## config.mk

```make
export PLATFORM = sky130hd
export DESIGN_NAME = fetch_pc_unit
export DESIGN_NICKNAME = d
export VERILOG_FILES = /design/src/rtl/fetch_pc_unit.sv
export SDC_FILE = /design/constraint.sdc
export NUM_CORES = 1
export LEC_CHECK = 0
export BUFFER_PORTS_ARGS = -buffer_cell sky130_fd_sc_hd__buf_2
export CORE_MARGIN = 4
export CORE_UTILIZATION = 35
export DETAILED_ROUTE_END_ITERATION = 6
export SLEW_MARGIN = 20
export SYNTH_ARGS = -nofsm -noshare
export SYNTH_HDL_FRONTEND = slang
export SYNTH_SLANG_ARGS = --single-unit
```

## constraint.sdc

```tcl
create_clock -name clk -period 5.5 [get_ports clk]
set_input_delay 1.1 -clock clk [delete_from_list [all_inputs] [get_ports clk]]
set_output_delay 1.1 -clock clk [all_outputs]
set_load 0.01 [all_outputs]
```

## src/rtl/fetch_pc_unit.sv

```systemverilog
// Program counter and instruction fetch for the multi-cycle core.
// Holds PC and IR and derives the sequential, branch and jump next-PC candidates.
module fetch_pc_unit #(
  parameter logic [31:0] RESET_PC = 32'h0000_3000
) (
  input  logic        clk,
  input  logic        rst_n,
  output logic        imem_req,
  output logic [31:0] imem_addr,
  input  logic        imem_ack,
  input  logic [31:0] imem_rdata,
  input  logic        pc_load,
  input  logic [31:0] new_pc,
  output logic [31:0] pc,
  output logic [31:0] instr,
  output logic        instr_valid,
  output logic [5:0]  opcode,
  output logic [31:0] npc,
  output logic [31:0] bpc,
  output logic [31:0] jpc,
  output logic        align_err,
  output logic [31:0] fetch_count
);

  typedef enum logic [1:0] {
    ST_IDLE = 2'd0,
    ST_REQ  = 2'd1,
    ST_HOLD = 2'd2
  } state_t;

  state_t      state_r;
  state_t      state_nxt_s;
  logic [31:0] pc_r;
  logic [31:0] instr_r;
  logic [31:0] fetch_count_r;
  logic        align_err_r;
  logic        req_s;
  logic        valid_s;
  logic        take_ack_s;
  logic        take_load_s;
  logic [31:0] npc_s;

  // Word-scaled, sign-extended 16-bit branch displacement.
  function automatic logic [31:0] branch_offset(input logic [15:0] imm);
    logic [31:0] sext;
    sext = {{16{imm[15]}}, imm};
    return {sext[29:0], 2'b00};
  endfunction

  // Region-relative jump target: keeps the top nibble of the sequential PC.
  function automatic logic [31:0] jump_target(input logic [31:0] seq_pc, input logic [25:0] idx);
    return {seq_pc[31:28], idx, 2'b00};
  endfunction

  // State register.
  always_ff @(posedge clk or negedge rst_n) begin
    if (!rst_n) begin
      state_r <= ST_IDLE;
    end else begin
      state_r <= state_nxt_s;
    end
  end

  // Next-state logic.
  always_comb begin
    state_nxt_s = state_r;
    case (state_r)
      ST_IDLE: begin
        state_nxt_s = ST_REQ;
      end
      ST_REQ: begin
        if (imem_ack) begin
          state_nxt_s = ST_HOLD;
        end else begin
          state_nxt_s = ST_REQ;
        end
      end
      ST_HOLD: begin
        if (pc_load) begin
          state_nxt_s = ST_REQ;
        end else begin
          state_nxt_s = ST_HOLD;
        end
      end
      default: begin
        state_nxt_s = ST_IDLE;
      end
    endcase
  end

  // Output and strobe decode; ack and load only count in their owning state.
  always_comb begin
    req_s       = 1'b0;
    valid_s     = 1'b0;
    take_ack_s  = 1'b0;
    take_load_s = 1'b0;
    case (state_r)
      ST_IDLE: begin
        req_s = 1'b0;
      end
      ST_REQ: begin
        req_s      = 1'b1;
        take_ack_s = imem_ack;
      end
      ST_HOLD: begin
        valid_s     = 1'b1;
        take_load_s = pc_load;
      end
      default: begin
        req_s = 1'b0;
      end
    endcase
  end

  // PC, IR, fetch counter and sticky alignment flag.
  always_ff @(posedge clk or negedge rst_n) begin
    if (!rst_n) begin
      pc_r          <= RESET_PC;
      instr_r       <= 32'h0000_0000;
      fetch_count_r <= 32'h0000_0000;
      align_err_r   <= 1'b0;
    end else begin
      if (take_ack_s) begin
        instr_r       <= imem_rdata;
        fetch_count_r <= fetch_count_r + 32'd1;
      end
      if (take_load_s) begin
        pc_r <= {new_pc[31:2], 2'b00};
        if (new_pc[1:0] != 2'b00) begin
          align_err_r <= 1'b1;
        end
      end
    end
  end

  assign npc_s       = pc_r + 32'd4;
  assign imem_req    = req_s;
  assign imem_addr   = pc_r;
  assign pc          = pc_r;
  assign instr       = instr_r;
  assign instr_valid = valid_s;
  assign opcode      = instr_r[31:26];
  assign npc         = npc_s;
  assign bpc         = npc_s + branch_offset(instr_r[15:0]);
  assign jpc         = jump_target(npc_s, instr_r[25:0]);
  assign align_err   = align_err_r;
  assign fetch_count = fetch_count_r;

endmodule
```

==> results.rst, run 1 <==
.. list-table::
   :header-rows: 1

   * - Metric
     - Value
   * - Result of the run
     - complete, no violations
   * - Top Ports
     - about 300
   * - Pre-Repair DR Iteration Count
     - 4
   * - Startpoint class of the critical path
     - flip-flop
   * - Number of setup buffers added after CTS
     - 0
   * - Cell taking the most area after synthesis
     - sky130_fd_sc_hd__dfrtp_1
   * - Global-route wire length before repair
     - ~32 mm
   * - Number of DRC markers after the initial detailed-route iteration
     - between 150 and 200
   * - Die W
     - between 100 and 150 um
   * - Clock Latency Late Sink
     - between 0.3 and 0.4 ns
   * - Final slew viol count
     - 0
   * - Cell with the biggest individual delay on the critical path
     - sky130_fd_sc_hd__dfrtp_1
   * - Least setup slack across all paths after layout
     - 0.306 ns
   * - Number of cells on the worst reg-to-reg path
     - 5
   * - Setup slack of the worst register-to-register path
     - between 3 and 4 ns
   * - Sort of element at the end of the critical path
     - output pin
   * - Setup Total Neg Slack
     - 0 ns
   * - Area grow syn2layout
     - 22.5%
   * - Cell area after technology mapping
     - about 6600 um2
   * - Number of instances in the placed design
     - 1163
   * - Largest net degree at the start of global routing
     - 68
   * - Die outline height
     - between 100 and 150 um
   * - Count of hold buffers inserted by post-cts repair
     - 0
   * - Final number of hold-violating endpoints
     - 0
   * - Number of failing setup endpoints in the final timing report
     - 0
   * - Worst setup startpoint
     - imem_addr[4]$_DFFE_PN0P_
   * - Cells after Synth
     - around 720
   * - Power density normalized to cell area
     - roughly 740 nW/um2
   * - Clock slew at the register clock pins of the worst setup and hold paths
     - ~0.08 ns
   * - Via density
     - 4.96
   * - Synthesized flop and latch total
     - between 90 and 100
   * - Top post-synthesis cells by area
     - sky130_fd_sc_hd__dfrtp_1 (36%), sky130_fd_sc_hd__xnor2_1 (8.8%), sky130_fd_sc_hd__nand2_1 (8.8%), sky130_fd_sc_hd__buf_4 (8.6%), sky130_fd_sc_hd__ha_1 (6.2%)
   * - Maximum VDD drop
     - around 0.21 mV
   * - Cells along the critical path
     - and4_1 > nand4_1 > or2_2 > nor2_4 > nand3_1 > xnor2_1 > ha_1 > nand2_1 > o21ai_0 > a32oi_1 > a31oi_1 > a211oi_1 > xnor2_1 > buf_2
   * - R2R Path Start
     - fetch_count[4]$_DFFE_PN0P_
   * - Fraction of the yosys area taken by sequential cells
     - 0.366
   * - Path class of the lowest-slack min-delay path
     - reg -> reg
   * - Endpoint of the worst-slack reg-to-reg timing path
     - fetch_count[21]$_DFFE_PN0P_
   * - Vias after detailed routing
     - 5852
   * - Critical Path Most Common Cell
     - sky130_fd_sc_hd__xnor2_1
   * - Placement Setup Slack
     - around 0.63 ns
   * - Die ar.
     - roughly 21000 um2
   * - Global-route usage over all layers
     - 0.187
   * - Number of global-route vias before repair
     - between 5000 and 6000
   * - Remaining routing DRC violations
     - 0
   * - MaxCap Viol Count
     - 0
   * - Number of gates given a new drive strength after cts
     - 0
   * - CTS sink count
     - a little under 100
   * - Proportion of register bits with asynchronous set or reset after synthesis
     - 1.00
   * - Clock root buffer
     - sky130_fd_sc_hd__clkbuf_16
   * - Post-detailed-route wirelength per cell
     - roughly 17 um
   * - Worst setup path category
     - reg -> out
   * - Post-Route WL
     - around 21 mm
   * - Initial Util
     - 0.356
   * - Critical Path End
     - bpc[31]
   * - Final instance count without filler cells
     - approximately 1200
   * - Maximum clock frequency
     - approximately 0.19 GHz
   * - Estimated wirelength of the detail-placed design
     - ~16 mm
   * - Number of different library cells in the post-synthesis netlist
     - 65
   * - Antenna violations before repair
     - 3
   * - Required time at the endpoint of the critical path
     - roughly 4.4 ns
   * - Clock tree from TritonCTS
     - yes
   * - Number of nets still failing antenna checks after routing
     - 0
   * - Actual slew at the worst max-slew pin
     - about 0.9 ns
   * - Hold Startpoint
     - fetch_count[31]$_DFFE_PN0P_
   * - Final Wtd Congestion
     - ~0.9
   * - Tcrit/Tclk final
     - 0.944
   * - Number of clock buffers inserted by TritonCTS
     - 9
   * - Count of yosys warnings during synthesis
     - 0
   * - Proportion of netlist area held by the largest area contributor
     - 0.358
   * - CTS HTree Levels
     - 3
   * - Avg Cell Area, Syn
     - 9.25 um2
   * - Max stage delay on crit path
     - ~0.5 ns
   * - Core area
     - between 15000 and 20000 um2
   * - Clock buffer depth
     - 2
   * - GR Overflow Total
     - 0
   * - Final nets
     - 1042
   * - Cell row count
     - 50
   * - Count of input and output buffers
     - slightly below 300
   * - Total leakage power
     - between 4 and 5 nW
   * - Dominant register cell in the synthesized netlist
     - sky130_fd_sc_hd__dfrtp_1
   * - Rel. slew slack
     - 0.401
   * - Time the final worst path needs with I/O delays and setup
     - around 5.2 ns
   * - Critical-path maximum fanout
     - 9
   * - Worst Path Arrival
     - 4.09 ns
   * - Layout Skew
     - 0.00924 ns
   * - Setup repair after global routing missed its margin
     - false
   * - Fraction of final layout cells with drive strength greater than 1
     - 0.394
   * - Number of enable flip-flop cells after synthesis
     - 0
==> critical path: cells and delay by family (launching register included) <==
family                     cells  cell delay, ns
and+or+nand+nor                6            1.41
adders and majority gates      1            0.32
buffers and inverters          1            0.15
AOI/OAI and AO/OA              4            0.96
DFF                            1            0.50
xor gates and xnor gates       2            0.40
==> cells in the mapped netlist, types with 16 or more instances <==
cell type,n
sky130_fd_sc_hd__nand3_1,22
sky130_fd_sc_hd__nand2_1,156
sky130_fd_sc_hd__dfrtp_1,95
sky130_fd_sc_hd__buf_4,76
sky130_fd_sc_hd__a21oi_1,29
sky130_fd_sc_hd__nand4_1,20
sky130_fd_sc_hd__ha_1,33
sky130_fd_sc_hd__nor2_1,27
sky130_fd_sc_hd__xor2_1,17
sky130_fd_sc_hd__xnor2_1,67
sky130_fd_sc_hd__mux2_2,30
sky130_fd_sc_hd__o21ai_0,16
==> layer usage <==
metal / vias to the layer above / track usage / wire (um)
met5: - / 0 / 26
met4: 4 / 0.0494 / 341
met3: 25 / 0.0495 / 1240
met2: 185 / 0.317 / 10100
met1: 2794 / 0.238 / 8960
li1: 2844 / - / -
==> cell families (layout without fill, tap and decap cells) <==
| logic type | Yosys count | after routing | synth area share |
|---|---|---|---|
| compound gates | 88 | 88 | 0.0940 |
| buf+inv | 98 | 317 | 0.0991 |
| fa+ha+maj | 34 | 34 | 0.0653 |
| other cells | 1 | 11 | 0.000565 |
| simple gates | 284 | 284 | 0.209 |
| xor+xnor | 85 | 85 | 0.114 |
| flops | 97 | 97 | 0.366 |
| mux | 30 | 30 | 0.0509 |
==> final cells by class <==
cell class              instances  area, um2
multi-input cells             531       3590
clock buffers                   9        225
clock inverters                 7       71.3
repair buffers                296       1500
flip-flops and latches         97       2430
fillers                      1888      10500
inverters                       5       18.8
diodes                          1       2.50
well taps                     234        293
==> through the flow <==
step	hold slack, ns	util	area, um2	power [mW]
5_1_grt	0.490	0.436	8130	6.51
6_report	0.467	0.436	8130	6.04
3_5_place_dp	0.458	0.419	7820	5.42
2_1_floorplan	0.444	-	6670	4.11
4_1_cts	0.477	0.435	8120	6.08
3_3_place_gp	0.455	0.419	7820	5.42
==> report_power, final <==
part | internal (mW) | switching (mW) | total [mW]
logic | 1.68 | 2.35 | 4.03
registers | 0.970 | 0.401 | 1.37
clock network | 0.321 | 0.316 | 0.637
==> sequential cells by signal (all words and copies together) (netlist names) <==
name / cells
align_err: 1
fetch_count: 32
imem_addr: 30
instr: 32
state_r: 2
==> worst min-delay path by stage <==
stage / to / slack [ns] / cells after the start
2_1_floorplan: state_r[0]$_DFF_PN0_ / 0.44 / 1
3_3_place_gp: align_err$_DFFE_PN0P_ / 0.46 / 1
3_5_place_dp: align_err$_DFFE_PN0P_ / 0.46 / 1
4_1_cts: fetch_count[31]$_DFFE_PN0P_ / 0.48 / 1
5_1_grt: align_err$_DFFE_PN0P_ / 0.49 / 1
6_report: fetch_count[31]$_DFFE_PN0P_ / 0.47 / 1
==> placed cells by master, fill, tap and decap left out, types with 4 or more instances in the layout <==
master                      instances
sky130_fd_sc_hd__xor2_1            17
sky130_fd_sc_hd__clkbuf_16          9
sky130_fd_sc_hd__nor3_1             5
sky130_fd_sc_hd__ha_1              32
sky130_fd_sc_hd__and2_1             5
sky130_fd_sc_hd__a21oi_1           29
sky130_fd_sc_hd__nand3_1           22
sky130_fd_sc_hd__o21ai_0           15
sky130_fd_sc_hd__inv_1              5
sky130_fd_sc_hd__nand2b_1           4
sky130_fd_sc_hd__conb_1            10
sky130_fd_sc_hd__nor2_1            27
sky130_fd_sc_hd__xnor2_1           67
sky130_fd_sc_hd__a31oi_1            4
sky130_fd_sc_hd__mux2_2            30
sky130_fd_sc_hd__and4_1            11
sky130_fd_sc_hd__buf_4              7
sky130_fd_sc_hd__and3_1             9
sky130_fd_sc_hd__dfrtp_1           95
sky130_fd_sc_hd__nand2_1          156
sky130_fd_sc_hd__buf_2            289
sky130_fd_sc_hd__nand4_1           20
sky130_fd_sc_hd__a21o_1             8
Power figures use the tool's default switching activity.
==> run 2, diff against run 1 <==
REMOVE_ABC_BUFFERS = 1   (was not set)
==> run 2 against run 1 <==
Against the previous run:
- sequential power is essentially flat
- critical endpoint is now bpc[29]
- routed wire length shrank 3.3%
- largest power group unchanged
- highest routed layer unchanged
- clock-buffer cell count up 1
- global-route usage down 0.58 points
- clock skew shrank 0.0046 ns
- critical path depth is the same
- register-to-register slack got worse by 0.10 ns
==> results.rst, run 2 (synthesized netlist as in run 1, its figures left out) <==
.. list-table::
   :header-rows: 1

   * - Metric
     - Value
   * - Result of the run
     - complete, no violations
   * - Clock buffer depth
     - 2
   * - Core area
     - between 15000 and 20000 um2
   * - Sw frac
     - 0.499
   * - Largest net degree at the start of global routing
     - 60
   * - Actual slew at the worst max-slew pin
     - ~0.78 ns
   * - Clock slew at the register clock pins of the worst setup and hold paths
     - 0.07 ns
   * - Worst Path Arrival
     - ~4.1 ns
   * - Number of clock buffers inserted by TritonCTS
     - 9
   * - Max stage delay on crit path
     - about 0.50 ns
   * - N_diodes
     - 0
   * - Die W
     - between 100 and 150 um
   * - Clock root buffer
     - sky130_fd_sc_hd__clkbuf_16
   * - Post-Route WL
     - 19.9 mm
   * - Worst setup path category
     - reg -> out
   * - Maximum VDD drop
     - 0.327 mV
   * - Rel. slew slack
     - 0.483
   * - Tcrit/Tclk final
     - 0.939
   * - Number of nets still failing antenna checks after routing
     - 0
   * - Critical-path maximum fanout
     - 12
   * - Maximum clock frequency
     - ~0.19 GHz
   * - Total leakage power
     - between 4 and 5 nW
   * - Remaining routing DRC violations
     - 0
   * - Final Wtd Congestion
     - roughly 0.85
   * - MaxCap Viol Count
     - 0
   * - Clock Latency Late Sink
     - 0.34 ns
   * - Area after DPL
     - 7800 um2
   * - Global-route usage over all layers
     - 0.181
   * - Global-route wire length before repair
     - roughly 31 mm
   * - Layout Skew
     - roughly 0.0046 ns
   * - Via density
     - between 4 and 5
   * - Vias after detailed routing
     - between 5000 and 6000
   * - Number of setup buffers added after CTS
     - 0
   * - Top Ports
     - ~300
   * - Share of total power in combinational logic
     - 0.661
   * - CTS sink count
     - 97
   * - Area grow syn2layout
     - 22.6%
   * - Startpoint class of the critical path
     - flip-flop
   * - Initial Util
     - 0.356
   * - Estimated wirelength of the detail-placed design
     - between 15 and 20 mm
   * - Die ar.
     - 21200 um2
   * - Number of DRC markers after the initial detailed-route iteration
     - 218
   * - Final instance count without filler cells
     - around 1200
   * - Worst hold slack after final layout
     - ~0.48 ns
   * - Power density normalized to cell area
     - approximately 740 nW/um2
   * - Sort of element at the end of the critical path
     - output pin
   * - Leading cell type in the layout, fill and taps excluded
     - sky130_fd_sc_hd__buf_2
   * - Antenna violations before repair
     - 3
   * - Number of global-route vias before repair
     - between 5000 and 6000
   * - Clock tree from TritonCTS
     - yes
   * - Most frequent cells in the layout
     - sky130_fd_sc_hd__buf_2 (289), sky130_fd_sc_hd__nand2_1 (156), sky130_fd_sc_hd__dfrtp_1 (95)
   * - Clock group share of total power
     - 0.109
   * - Pre-Repair DR Iteration Count
     - 4
   * - Reported net switching power
     - between 3 and 4 mW
   * - Post-detailed-route wirelength per cell
     - 17.0 um
   * - Internal Power
     - 3.02 mW
   * - Number of failing setup endpoints in the final timing report
     - 0
   * - Cell row count
     - 50
   * - Cell with the biggest individual delay on the critical path
     - sky130_fd_sc_hd__dfrtp_1
   * - CTS HTree Levels
     - 3
   * - Final number of hold-violating endpoints
     - 0
   * - Time the final worst path needs with I/O delays and setup
     - approximately 5.2 ns
   * - Area used by multi-input combinational logic
     - between 3000 and 4000 um2
   * - Number of cells on the worst reg-to-reg path
     - 6
   * - Required time at the endpoint of the critical path
     - around 4.4 ns
   * - Path class of the lowest-slack min-delay path
     - reg -> reg
   * - Number of gates given a new drive strength after cts
     - 0
   * - Final slew viol count
     - 0
   * - Final nets
     - approximately 1000
   * - Count of input and output buffers
     - 290
   * - Fraction of final layout cells with drive strength greater than 1
     - 0.395
   * - Setup slack of the worst register-to-register path
     - around 3.4 ns
   * - GR Overflow Total
     - 0
   * - Setup Total Neg Slack
     - 0 ns
   * - Footprint of the flip-flops and latches
     - about 2400 um2
   * - Final instance area
     - between 8000 and 9000 um2
   * - Number of instances in the placed design
     - ~1200
   * - Fill cell count
     - ~1900
   * - Setup repair after global routing missed its margin
     - false
   * - Count of hold buffers inserted by post-cts repair
     - 0
   * - Hold depth
     - 1
   * - Reg power frac
     - 0.230
   * - Finished Core Util
     - 0.436
   * - Die outline height
     - 146 um
   * - Cells along the critical path
     - and4_1 > nand4_1 > or2_2 > nor2_4 > nand4_1 > xnor2_1 > ha_2 > nand2_1 > nor4_2 > nand2_1 > a21oi_1 > o221ai_1 > xnor2_1 > buf_2
## run 2: final timing paths
| kind | from | end |
|---|---|---|
| worst min register to register | align_err$_DFFE_PN0P_ | align_err$_DFFE_PN0P_ |
| min in group asynchronous | rst_n | instr[0]$_DFFE_PN0P_ |
| worst min-delay path | align_err$_DFFE_PN0P_ | align_err$_DFFE_PN0P_ |
| worst max register to register | state_r[1]$_DFF_PN0_ | fetch_count[27]$_DFFE_PN0P_ |
| worst max-delay path | imem_addr[4]$_DFFE_PN0P_ | bpc[29] |
| max in group asynchronous | rst_n | imem_addr[12]$_DFFE_PN1P_ |
## run 2: stage by stage
step / total power [mW] / worst slack, ns
2_1_floorplan: 3.76 / 1.05
4_1_cts: 6.08 / 0.0997
6_report: 6.02 / 0.336
3_5_place_dp: 5.40 / 0.504
3_3_place_gp: 5.38 / 0.489
5_1_grt: 6.51 / 0.0209
## run 2: final cells by class
| cell class | instances | area share |
|---|---|---|
| clock buffers | 10 | 0.0294 |
| clock inverters | 5 | 0.00770 |
| inverters | 5 | 0.00231 |
| multi-input cells | 531 | 0.443 |
| flip-flops and latches | 97 | 0.299 |
| well taps | 234 | 0.0360 |
| repair buffers | 294 | 0.183 |
## run 2: critical path, delay by kind of cell (launching register included)
family                   cells  cell delay, ns
AND/OR/NAND/NOR              8            1.76
XOR/XNOR                     2            0.34
AO/OA/AOI/OAI                2            0.49
buffers and inverters        1            0.14
flip-flops                   1            0.50
adder cells (fa/ha/maj)      1            0.48
## run 2: layer usage
layer | part of all wire | up-vias | global-route usage | wire [um]
met4 | 0.015 | 6 | 0.0461 | 295
met3 | 0.046 | 20 | 0.0367 | 913
met5 | 0.0021 | - | 0 | 41
met1 | 0.44 | 2778 | 0.237 | 8790
li1 | - | 2846 | - | -
met2 | 0.50 | 140 | 0.309 | 9910
## run 2: power groups by stage
stage          Combinational [mW]  Clock, mW  Sequential, mW
6_report                     3.98      0.655            1.38
5_1_grt                      4.36      0.705            1.44
4_1_cts                      4.01      0.681            1.39
3_5_place_dp                 4.00          0            1.40
3_3_place_gp                 3.99          0            1.40
2_1_floorplan                2.24          0            1.52
